<file path="src/rtl/nn_cfg_loader.sv">
// ---------------------------------------------------------------------------
// nn_cfg_loader
//   Host-side writer for the accelerator configuration register file.
//   Parses a host byte stream into packets (header, then low/high byte pairs)
//   and issues one-cycle address/data/write-enable strobes per 16-bit word.
//
//   Optional feature (macro NN_CFG_LOADER_CHKSUM_EN): a trailing checksum
//   byte (XOR of header and payload bytes) is accepted in a CHK state; a
//   mismatch raises the sticky o_err flag together with the o_done pulse.
//   Without the macro there is no CHK state and o_err is tied low.
//
// Ports
//   i_clk        clock
//   i_rst_n      synchronous active-low reset
//   i_byte       host byte, sampled only on accepted cycles
//   i_byte_vld   host byte valid
//   o_byte_rdy   loader can accept a byte
//   o_cfg_addr   register file write address (holds last written value)
//   o_cfg_data   register file write data (holds last written value)
//   o_cfg_wr_en  register file write strobe, one cycle per word
//   o_busy       packet in progress
//   o_done       one-cycle pulse at packet end
//   o_err        sticky checksum error, cleared by reset or next header byte
//   o_dbg_state  current FSM state encoding, for observation only
//
// Handshake: a byte transfers on every rising edge where i_byte_vld and
// o_byte_rdy are both high; o_byte_rdy depends only on the FSM state, never
// on i_byte_vld, and i_byte is ignored on any cycle without a transfer.
// ---------------------------------------------------------------------------
module nn_cfg_loader #(
    parameter int NUM_REG = 4,
    parameter int ADDR_W  = 2,
    parameter int DATA_W  = 16
) (
    input  logic              i_clk,
    input  logic              i_rst_n,
    input  logic [7:0]        i_byte,
    input  logic              i_byte_vld,
    output logic              o_byte_rdy,
    output logic [ADDR_W-1:0] o_cfg_addr,
    output logic [DATA_W-1:0] o_cfg_data,
    output logic              o_cfg_wr_en,
    output logic              o_busy,
    output logic              o_done,
    output logic              o_err,
    output logic [2:0]        o_dbg_state
);

    typedef enum logic [2:0] {
        S_HDR  = 3'd0,
        S_LO   = 3'd1,
        S_HI   = 3'd2,
        S_LAST = 3'd3,   // cycle carrying the final write strobe
        S_DONE = 3'd4,
        S_CHK  = 3'd5
    } state_t;

    state_t              state_q, state_d;
    logic                accept;
    logic [ADDR_W-1:0]   addr_cnt;
    logic [3:0]          word_cnt;
    logic [7:0]          lo_byte;

    assign accept      = i_byte_vld && o_byte_rdy;
    assign o_dbg_state = state_q;

    // State register
    always_ff @(posedge i_clk) begin
        if (!i_rst_n) begin
            state_q <= S_HDR;
        end else begin
            state_q <= state_d;
        end
    end

    // Next-state logic
    always_comb begin
        state_d = state_q;
        case (state_q)
            S_HDR:  if (accept) state_d = S_LO;
            S_LO:   if (accept) state_d = S_HI;
            S_HI: begin
                if (accept) begin
                    if (word_cnt == 4'd0) begin
`ifdef NN_CFG_LOADER_CHKSUM_EN
                        state_d = S_CHK;
`else
                        // Spend the strobe cycle in S_LAST so o_done
                        // lands one cycle after the final write.
                        state_d = S_LAST;
`endif
                    end else begin
                        state_d = S_LO;
                    end
                end
            end
            S_LAST: state_d = S_DONE;
`ifdef NN_CFG_LOADER_CHKSUM_EN
            S_CHK:  if (accept) state_d = S_DONE;
`endif
            S_DONE: state_d = S_HDR;
            default: state_d = S_HDR;
        endcase
    end

    // Output decode
    always_comb begin
        o_byte_rdy = 1'b0;
        o_busy     = 1'b0;
        o_done     = 1'b0;
        case (state_q)
            S_HDR:  o_byte_rdy = 1'b1;
            S_LO:   begin o_byte_rdy = 1'b1; o_busy = 1'b1; end
            S_HI:   begin o_byte_rdy = 1'b1; o_busy = 1'b1; end
            S_LAST: o_busy = 1'b1;
            S_CHK:  begin o_byte_rdy = 1'b1; o_busy = 1'b1; end
            S_DONE: o_done = 1'b1;
            default: o_byte_rdy = 1'b0;
        endcase
    end

    // Datapath: counters, low-byte holding register, write strobe
    always_ff @(posedge i_clk) begin
        if (!i_rst_n) begin
            addr_cnt    <= '0;
            word_cnt    <= '0;
            lo_byte     <= '0;
            o_cfg_addr  <= '0;
            o_cfg_data  <= '0;
            o_cfg_wr_en <= 1'b0;
        end else begin
            o_cfg_wr_en <= 1'b0;
            if (accept) begin
                case (state_q)
                    S_HDR: begin
                        // Only the low ADDR_W bits address a register.
                        addr_cnt <= i_byte[ADDR_W-1:0];
                        word_cnt <= i_byte[7:4];
                    end
                    S_LO: lo_byte <= i_byte;
                    S_HI: begin
                        o_cfg_addr  <= addr_cnt;
                        o_cfg_data  <= {i_byte, lo_byte};
                        o_cfg_wr_en <= 1'b1;
                        // Natural wrap of an ADDR_W counter is modulo NUM_REG.
                        addr_cnt    <= addr_cnt + ADDR_W'(1);
                        word_cnt    <= word_cnt - 4'd1;
                    end
                    default: ;
                endcase
            end
        end
    end

`ifdef NN_CFG_LOADER_CHKSUM_EN
    logic [7:0] csum;

    always_ff @(posedge i_clk) begin
        if (!i_rst_n) begin
            csum  <= '0;
            o_err <= 1'b0;
        end else if (accept) begin
            case (state_q)
                S_HDR: begin
                    csum  <= i_byte;
                    o_err <= 1'b0;
                end
                S_LO, S_HI: csum <= csum ^ i_byte;
                S_CHK: if (csum != i_byte) o_err <= 1'b1;
                default: ;
            endcase
        end
    end
`else
    assign o_err = 1'b0;
`endif

    // NUM_REG is implied by ADDR_W; kept for interface documentation.
    localparam int NUM_REG_CHK = NUM_REG;

endmodule

</file>
<file path="config.mk">
export PLATFORM = sky130hd
export DESIGN_NAME = nn_cfg_loader
export DESIGN_NICKNAME = d
export VERILOG_FILES = /design/src/rtl/nn_cfg_loader.sv
export SDC_FILE = /design/constraint.sdc
export NUM_CORES = 1
export LEC_CHECK = 0
export ABC_AREA = 1
export BUFFER_PORTS_ARGS = -buffer_cell sky130_fd_sc_hd__buf_4
export CORE_ASPECT_RATIO = 0.9
export CORE_MARGIN = 4
export CORE_UTILIZATION = 35
export CTS_CLUSTER_SIZE = 14
export DETAILED_ROUTE_END_ITERATION = 8
export PLACE_DENSITY = 0.68
export SLEW_MARGIN = 10
export SYNTH_ARGS = -nofsm -noshare
export SYNTH_HDL_FRONTEND = slang
export SYNTH_SLANG_ARGS = --single-unit
</file>
<file path="constraint.sdc">
create_clock -name i_clk -period 2.4 [get_ports i_clk]
set_input_delay 0.12 -clock i_clk [delete_from_list [all_inputs] [get_ports i_clk]]
set_output_delay 0.12 -clock i_clk [all_outputs]
set_load 0.05 [all_outputs]
</file>
; ---- Word-level counts from Yosys, hierarchy flattened
; Cells that the tools add are included.
; W data, S select, Z words.
[totals]
ff_bits = 36
elab_cells = 39
[op_classes]
addsub = 2
n_eq_ne = 8
n_mux = 11
reduce_logical = 11
[op_table]
columns = cell, n
row1 = $pmux W3 S4, 1
row2 = $mux W3, 3
row3 = $pmux W4 S2, 1
row4 = $reduce_and A2 Y1, 4
row5 = $reduce_or A4 Y1, 2
row6 = $eq A3 B2 Y1 const B, 2
row7 = $eq A3 B3 Y1 const B, 2
row8 = $ne A2 B2 Y1 const B, 3
row9 = $logic_not A4 Y1, 1
row10 = $mux W1, 4
row11 = $pmux W2 S2, 1
row12 = $sub A4 B1 Y4 const B, 1
row13 = $eq A3 B1 Y1 const B, 1
row14 = $logic_not A3 Y1, 1
row15 = $reduce_and A3 Y1, 1
row16 = $add A2 B1 Y2 const B, 1
row17 = $mux W2, 1
row18 = $reduce_bool A2 Y1, 1
row19 = $logic_and A1 B1 Y1, 1

; ---- Longest topological paths before layout
; Gate-level depths: netlist of the first run.
[logic_depth]
ltp_word = 6
depth_mapped = 8
mapped_depth_nobuf = 8

; ---- Worst setup path before layout of the first run
; Ideal clock, no wire load.
[synth_path]
kind = register to output
start = reg state_q[1] (netlist: o_dbg_state[1])
end = out o_busy
t_arrival_ns = 1.973
required_time_ns = 2.280
slack_ns = 0.307
stages_incl_launch_ff = 3
path_buffers = 0
cell_sequence = dfxtp_1 inv_1 o21ai_0
[synth_via]
elab_chain_len = 3
word_cells_on_any_way = 6
[synth_lines]
columns = item, line_no
row1 = "start, declared", 58  ; state_t state_q, state_d;
row2 = "start signal, assigned", 72  ; state_q <= state_d;
row3 = $eq A3 B1 Y1 (tied with other cells), 111  ; case (state_q)
row4 = $reduce_or A4 Y1 (no line) (*), --
row5 = $mux W1 (*), 111
row6 = "end, declared", 43  ; output logic o_busy,
; Mark *: on every way between the ends. The rest lies on a longest branch, timed or not.

; ---- Worst setup path in the final report of the first run
[layout_path]
start = reg state_q[1] (netlist: o_dbg_state[1])
end = reg lo_byte[5]
[layout_via]
elab_chain_len = 5
word_cells_on_any_way = 8
[layout_lines]
columns = item, line_no
row1 = $eq A3 B1 Y1 (tied with other cells), "111, 134"
row2 = $reduce_or A4 Y1 (no line), --
row3 = $mux W1, 111
row4 = $logic_and A1 B1 Y1, 64  ; assign accept = i_byte_vld && o_byte_rdy;
row5 = $reduce_and A2 Y1 (no line) (*), --
row6 = "end signal, assigned", 140  ; S_LO: lo_byte <= i_byte;
row7 = "end, declared", 62  ; logic [7:0] lo_byte;
; Marked as above.
; A chain may end at the register's enable or synchronous reset.

==> metrics.yaml, run 1 <==
final_layout:
  n_fill_cell: 412
  antenna_cells: 0
  layout.nets: 237
  drive_gt1_frac: 0.2168
  area_growth_pct: 25.26
  fin_util: 0.4524
yosys:
  synth_top_area_frac: 0.4932
  yosysTopAreaCell: "dfxtp_1"
  ys_top_cells_by_area: "dfxtp_1 (49%), nor2_1 (11%), o21ai_0 (8.6%)"
  seq_area_frac_synth: 0.4932
  synth_cell_types: 26
  yosys_warnings: 0
  synth_ff_type: "dfxtp_1"
  synthTopCellsByCount: "nor2_1 (44), dfxtp_1 (36), o21ai_0 (25), nand2_1 (23), inv_1 (18)"
  syn_nets: 203
  yosysMostFrequentCell: "nor2_1"
  synth_seq_cells: 36
  synth_area_um2: 1461
  synth_edf_count: 0
  post_synth_inst_count: 191
  syn_avg_cell_area_um2: 7.651
  ys_async_sr_fraction: 0
global_routing:
  grt_pass1_vias: 1086
  grt_max_degree: 30
  grt_overflow_total: 0
  grt_pass1_wl_um: 5230
  grt_usage: 0.1216
  antenna_found_initial: 0
min_path:
  hold_path_class: "in2reg"
  hp-start: "i_byte[2]"
setup_path:
  startpoint: "o_dbg_state[1]$_SDFFE_PN0P_"
  crit_fanout: 12
  worst-setup-path-type: "reg2reg"
  timing.rr.start: "o_dbg_state[1]$_SDFFE_PN0P_"
  worst_ep_required_time_ns: 2.58
  start_kind: "register"
  crit_arrival_ns: 1.89
  end_kind: "register"
sta:
  final_hold_viol_count: 0
  period_share: 0.7108
  fmax_ghz: 0.5862
  fin_ws_ns: 0.6941
  report.final.slew_viol_count: 0
  hold_slack_ns: 0.07287
  finalSetupViolations: 0
  max_slew_margin: 0.5833
  worst_pin_slew_ns: 0.6216
  finalCriticalPeriod_ns: 1.706
  skew_ns: 0.007491
  setup_tns_ns: 0
  rsz0062_at_grt: "false"
clocking:
  cts_setup_buffers: 0
  tritoncts: "done"
  post_cts_resize_count: 0
  path_clk_slew_ns: 0.07
  holdBufCountCts: 0
  cts_max_path_buffers: 2
  cts-buffers-inserted: 5
  clock-sinks: 36
  htreeDepth: 2
  cts-root-buf: "clkbuf_8"
  clk_latency_ns: 0.29
floorplan:
  io_pins: 37
  initial_core_util: 0.3612
  dieWidth_um: 76.11
  die_area_um2: 5274
  core_um2: 4046
  die_y_um: 69.30
  num_rows: 22
run_status:
  status: "complete, no violations"
drt:
  dr.pass1.iters: 4
  drt-vias-per-instance: 4.657
  drc_errors: 0
  wl_per_cell_um: 11.59
  final_antenna_net_count: 0
  routed_wl_um: 3175
  detail_route.iter0.violations: 48
  vias: 1276
run:
  cap_violations: 0
place:
  dp_slack_ns: 0.6976
  port_buffers: 35
  gp_congestion: 0.7708
  dp_hpwl_um: 2224
pwr:
  p_leak_nw: 0.9032
  ir_worst_vdd_mv: 0.3806
  power_density_nw_per_um2: 737.5
  total_power_w: 0.001350
per-stage QoR:
stage,instances,area (um^2)
6_report,274,1831
5_1_grt,274,1831
4_1_cts,274,1831
3_5_place_dp,266,1723
3_3_place_gp,266,1723
2_1_floorplan,191,1461
registers in the layout, indices dropped and copies added, names as in the netlist:
name	cells
addr_cnt	2
lo_byte	8
o_cfg_addr	2
o_cfg_data	16
o_cfg_wr_en	1
o_dbg_state	3
word_cnt	4
layout by cell type (no fill, tap or decap), drive strengths merged, types with 2 or more instances in the layout:
cell,instances
clkbuf,6
dfxtp,36
buf,35
inv,19
nor3,2
a21oi,15
nor2,47
nand2,24
nand3,4
o21ai,31
cell type report:
cell class	count	area, um^2	share of cell area
Clock inverter	2	35.03	0.01914
Clock buffer	6	72.57	0.03964
Inverter	19	73.82	0.04033
Sequential cell	36	720.7	0.3937
Timing Repair Buffer	35	262.8	0.1435
Tap cell	48	60.06	0.03281
Multi-Input combinational cell	128	605.6	0.3308
routing by layer:
| layer | vias to the layer above | GRT usage | part of all wire |
|---|---|---|---|
| met5 | - | 0 | 0 |
| met4 | 0 | 0.05825 | 0.019 |
| met3 | 7 | 0.04675 | 0.071 |
| met2 | 31 | 0.1663 | 0.41 |
| met1 | 561 | 0.1659 | 0.50 |
| li1 | 677 | - | - |
power by group:
group / switching [W] / internal (W) / total (W)
registers: 0.0000174 / 0.000625 / 0.000642
clock network: 0.000210 / 0.000308 / 0.000518
logic: 0.000130 / 0.0000597 / 0.000190
critical path: stages (launching register included):
cell	delay, ns
dfxtp_1	0.37
inv_1	0.14
nand2_1	0.13
nor3_2	0.50
inv_1	0.26
nor2_1	0.15
nor2_1	0.05
path summary, 6_finish.rpt:
path | endpoint | cells after the start | slack, ns
worst min register to register | o_cfg_addr[1]$_SDFFE_PN0P_ | 2 | 0.47
worst min-delay path | lo_byte[2]$_SDFFE_PN0P_ | 3 | 0.07
worst max register to register | lo_byte[5]$_SDFFE_PN0P_ | 6 | 0.69
worst max-delay path | lo_byte[5]$_SDFFE_PN0P_ | 6 | 0.69
logic make-up after synthesis:
group	after synthesis	share of synthesized area
AO/OA/AOI/OAI	48	0.1695
adder cells (fa/ha/maj)	1	0.008560
buffers and inverters	27	0.09245
flip-flops	36	0.4931
other	1	0.002566
AND/OR/NAND/NOR	78	0.2337
No activity file was read; power rests on OpenSTA's default activity.
==> run 2: changes to the inputs <==
--- a/config.mk
+++ b/config.mk
@@ -12,7 +12,7 @@
 export CORE_UTILIZATION = 35
 export CTS_CLUSTER_SIZE = 14
 export DETAILED_ROUTE_END_ITERATION = 8
-export PLACE_DENSITY = 0.68
+export PLACE_DENSITY = 0.7
 export SLEW_MARGIN = 10
 export SYNTH_ARGS = -nofsm -noshare
 export SYNTH_HDL_FRONTEND = slang
==> constraint.sdc (replaced) <==
create_clock -name i_clk -period 1.38 [get_ports i_clk]
set_input_delay 0.069 -clock i_clk [delete_from_list [all_inputs] [get_ports i_clk]]
set_output_delay 0.069 -clock i_clk [all_outputs]
set_load 0.05 [all_outputs]
==> run 2 against run 1 <==
  * Maximum frequency rose by 34%
  * Critical path depth did not move
  * Clock skew fell by 0.0046 ns
  * Largest cell class unchanged
  * Sequential cell count did not move
  * Worst hold slack got worse by 0.061 ns
==> metrics.yaml, run 2 (same netlist as run 1, synthesis figures left out) <==
drt:
  final_antenna_net_count: 0  # unchanged
  wl_per_cell_um: 12.08  # +4.2%
  vias: 1327  # +4.0%
  drc_errors: 0  # unchanged
  detail_route.iter0.violations: 77  # +60%
  routed_wl_um: 3346  # +5.4%
  dr.pass1.iters: 4  # unchanged
  drt-vias-per-instance: 4.791  # +2.9%
clocking:
  cts_max_path_buffers: 2  # unchanged
  path_clk_slew_ns: 0.07  # about the same
  cts-root-buf: "clkbuf_8"
  clk_latency_ns: 0.29  # about the same
  tritoncts: "done"
  clock-sinks: 36  # unchanged
  htreeDepth: 2  # unchanged
  cts-buffers-inserted: 5  # unchanged
  holdBufCountCts: 0  # unchanged
setup_path:
  worst_ep_required_time_ns: 1.56  # -1.02 ns
  crit_arrival_ns: 1.46  # -0.43 ns
  worst-setup-path-type: "reg2reg"
  crit_fanout: 7  # -5
  slowest_delay_ns: 0.38  # -0.12 ns
  slowest_stage: "dfxtp_4"
  end_kind: "register"
  worstPathCellList: "inv_1 > nand2_1 > nor2_2 > o21ai_1 > a21oi_1 > nor2_1"
  start_kind: "register"
pwr:
  p_sw_w: 0.0006198  # +74%
  comb_power_share: 0.152  # +0.011
  switching_share: 0.2739  # +0.009416
  seqPwrFrac: 0.495  # +0.019
  ir_worst_vdd_mv: 0.6635  # +74%
  p_int_w: 0.001643  # +65%
  power_density_nw_per_um2: 1199  # +63%
  p_leak_nw: 0.9223  # +2.1%
  p_clk_frac: 0.353  # -0.031
place:
  placedCellCount: 268  # +0.75%
  gp_congestion: 0.7817  # +1.4%
  port_buffers: 35  # unchanged
  placed_area_um2: 1757  # +2.0%
  dp_hpwl_um: 2371  # +6.6%
floorplan:
  num_rows: 22  # unchanged
  core_um2: 4046  # unchanged
  die_y_um: 69.30  # unchanged
  die_area_um2: 5274  # unchanged
  initial_core_util: 0.3612  # unchanged
  dieWidth_um: 76.11  # unchanged
  io_pins: 37  # unchanged
sta:
  final_hold_viol_count: 0  # unchanged
  finalCriticalPeriod_ns: 1.276  # -0.4301 ns
  period_share: 0.9244  # +0.2137
  hold_slack_ns: 0.01180  # -0.06106 ns
  report.final.slew_viol_count: 0  # unchanged
  fmax_ghz: 0.7839  # +34%
  finalSetupViolations: 0  # unchanged
  skew_ns: 0.002911  # -0.004580 ns
  rsz0062_at_grt: "true"
final_layout:
  multi_input_area_um2: 629.4  # +3.9%
  area_growth_pct: 29.11
  n_fill_cell: 426  # +3.4%
  final_area_um2: 1887  # +3.1%
  drive_gt1_frac: 0.2620  # +0.04519
  antenna_cells: 0  # unchanged
  largest_register_ffs: 16  # unchanged
  top_regs: "o_cfg_data: 16 flops, lo_byte: 8 flops, word_cnt: 4 flops"
  final_common_cell: "nor2_1"
  mostFrequentLayoutCells: "nor2_1 (44), buf_4 (37), dfxtp_1 (33), o21ai_0 (24), nand2_1 (22)"
  layout.nets: 241  # +1.7%
  regMostFlops: "o_cfg_data"
  register_area_um2: 726.9  # +0.87%
  finalNonFillerCells: 277  # +1.1%
run:
  cap_violations: 0  # unchanged
global_routing:
  grt_pass1_vias: 1206  # +11%
  grt_overflow_total: 0  # unchanged
  grt_max_degree: 30  # unchanged
  grt_pass1_wl_um: 5526  # +5.7%
  grt_usage: 0.1257  # +0.004173
  antenna_found_initial: 0  # unchanged
min_path:
  hold_path_class: "in2reg"
run_status:
  status: "complete, no violations"
[run 2: power by group through the flow]
stage                     combinational, W  sequential [W]  clock (W)
after global routing              0.000379         0.00113   0.000864
final                             0.000344         0.00112   0.000799
after CTS                         0.000339         0.00112   0.000825
after floorplan                   0.000180         0.00120          0
after detailed placement          0.000338         0.00114          0
after global placement            0.000334         0.00114          0
[run 2: critical path: cells and delay by family (launching register included)]
family | cells | cell delay [ns]
flops | 1 | 0.38
simple gates | 3 | 0.34
compound gates | 2 | 0.29
buf+inv | 1 | 0.15
[run 2: final timing paths]
path / from / to / slack [ns] / cells past startpoint
setup / recovery: o_dbg_state[2]$_SDFFE_PN0P_ / addr_cnt[0]$_SDFFE_PN0P_ / 0.10 / 6
setup reg to reg: o_dbg_state[2]$_SDFFE_PN0P_ / addr_cnt[0]$_SDFFE_PN0P_ / 0.10 / 6
hold / removal: i_byte[3] / o_cfg_data[11]$_SDFFE_PN0P_ / 0.01 / 3
hold reg to reg: lo_byte[2]$_SDFFE_PN0P_ / o_cfg_data[2]$_SDFFE_PN0P_ / 0.48 / 2
[run 2: per-layer routing]
metal / vias up / wire length [um] / track usage
met5: - / 0 / 0
met4: 0 / 68 / 0.05825
met3: 8 / 243 / 0.04545
met2: 42 / 1430 / 0.1787
met1: 591 / 1603 / 0.1687
li1: 686 / - / -
[run 2: cell type report]
type                    count  share of cell area
multi-input cells         128              0.3336
well taps                  48             0.03183
inverters                  19             0.03912
flip-flops and latches     36              0.3853
clock buffers               7             0.05106
repair buffers             39              0.1592
[run 2: timing repair]
| action | in CTS | in global routing |
|---|---|---|
| setup buffers | 0 | 2 |
| gates resized for setup | 0 | 6 |
| setup endpoints to repair | 0 | 14 |
[run 2: through the flow]
stage               setup TNS [ns]  utilization  setup slack (ns)  total power, W
floorplan                        0            -           0.02938        0.001383
global placement                 0       0.4341            0.1181        0.001478
detailed placement               0       0.4341           0.07478        0.001482
CTS                              0       0.4579           0.06406        0.002284
global route              -0.05618       0.4663          -0.02490        0.002368
finish                           0       0.4663            0.1043        0.002263
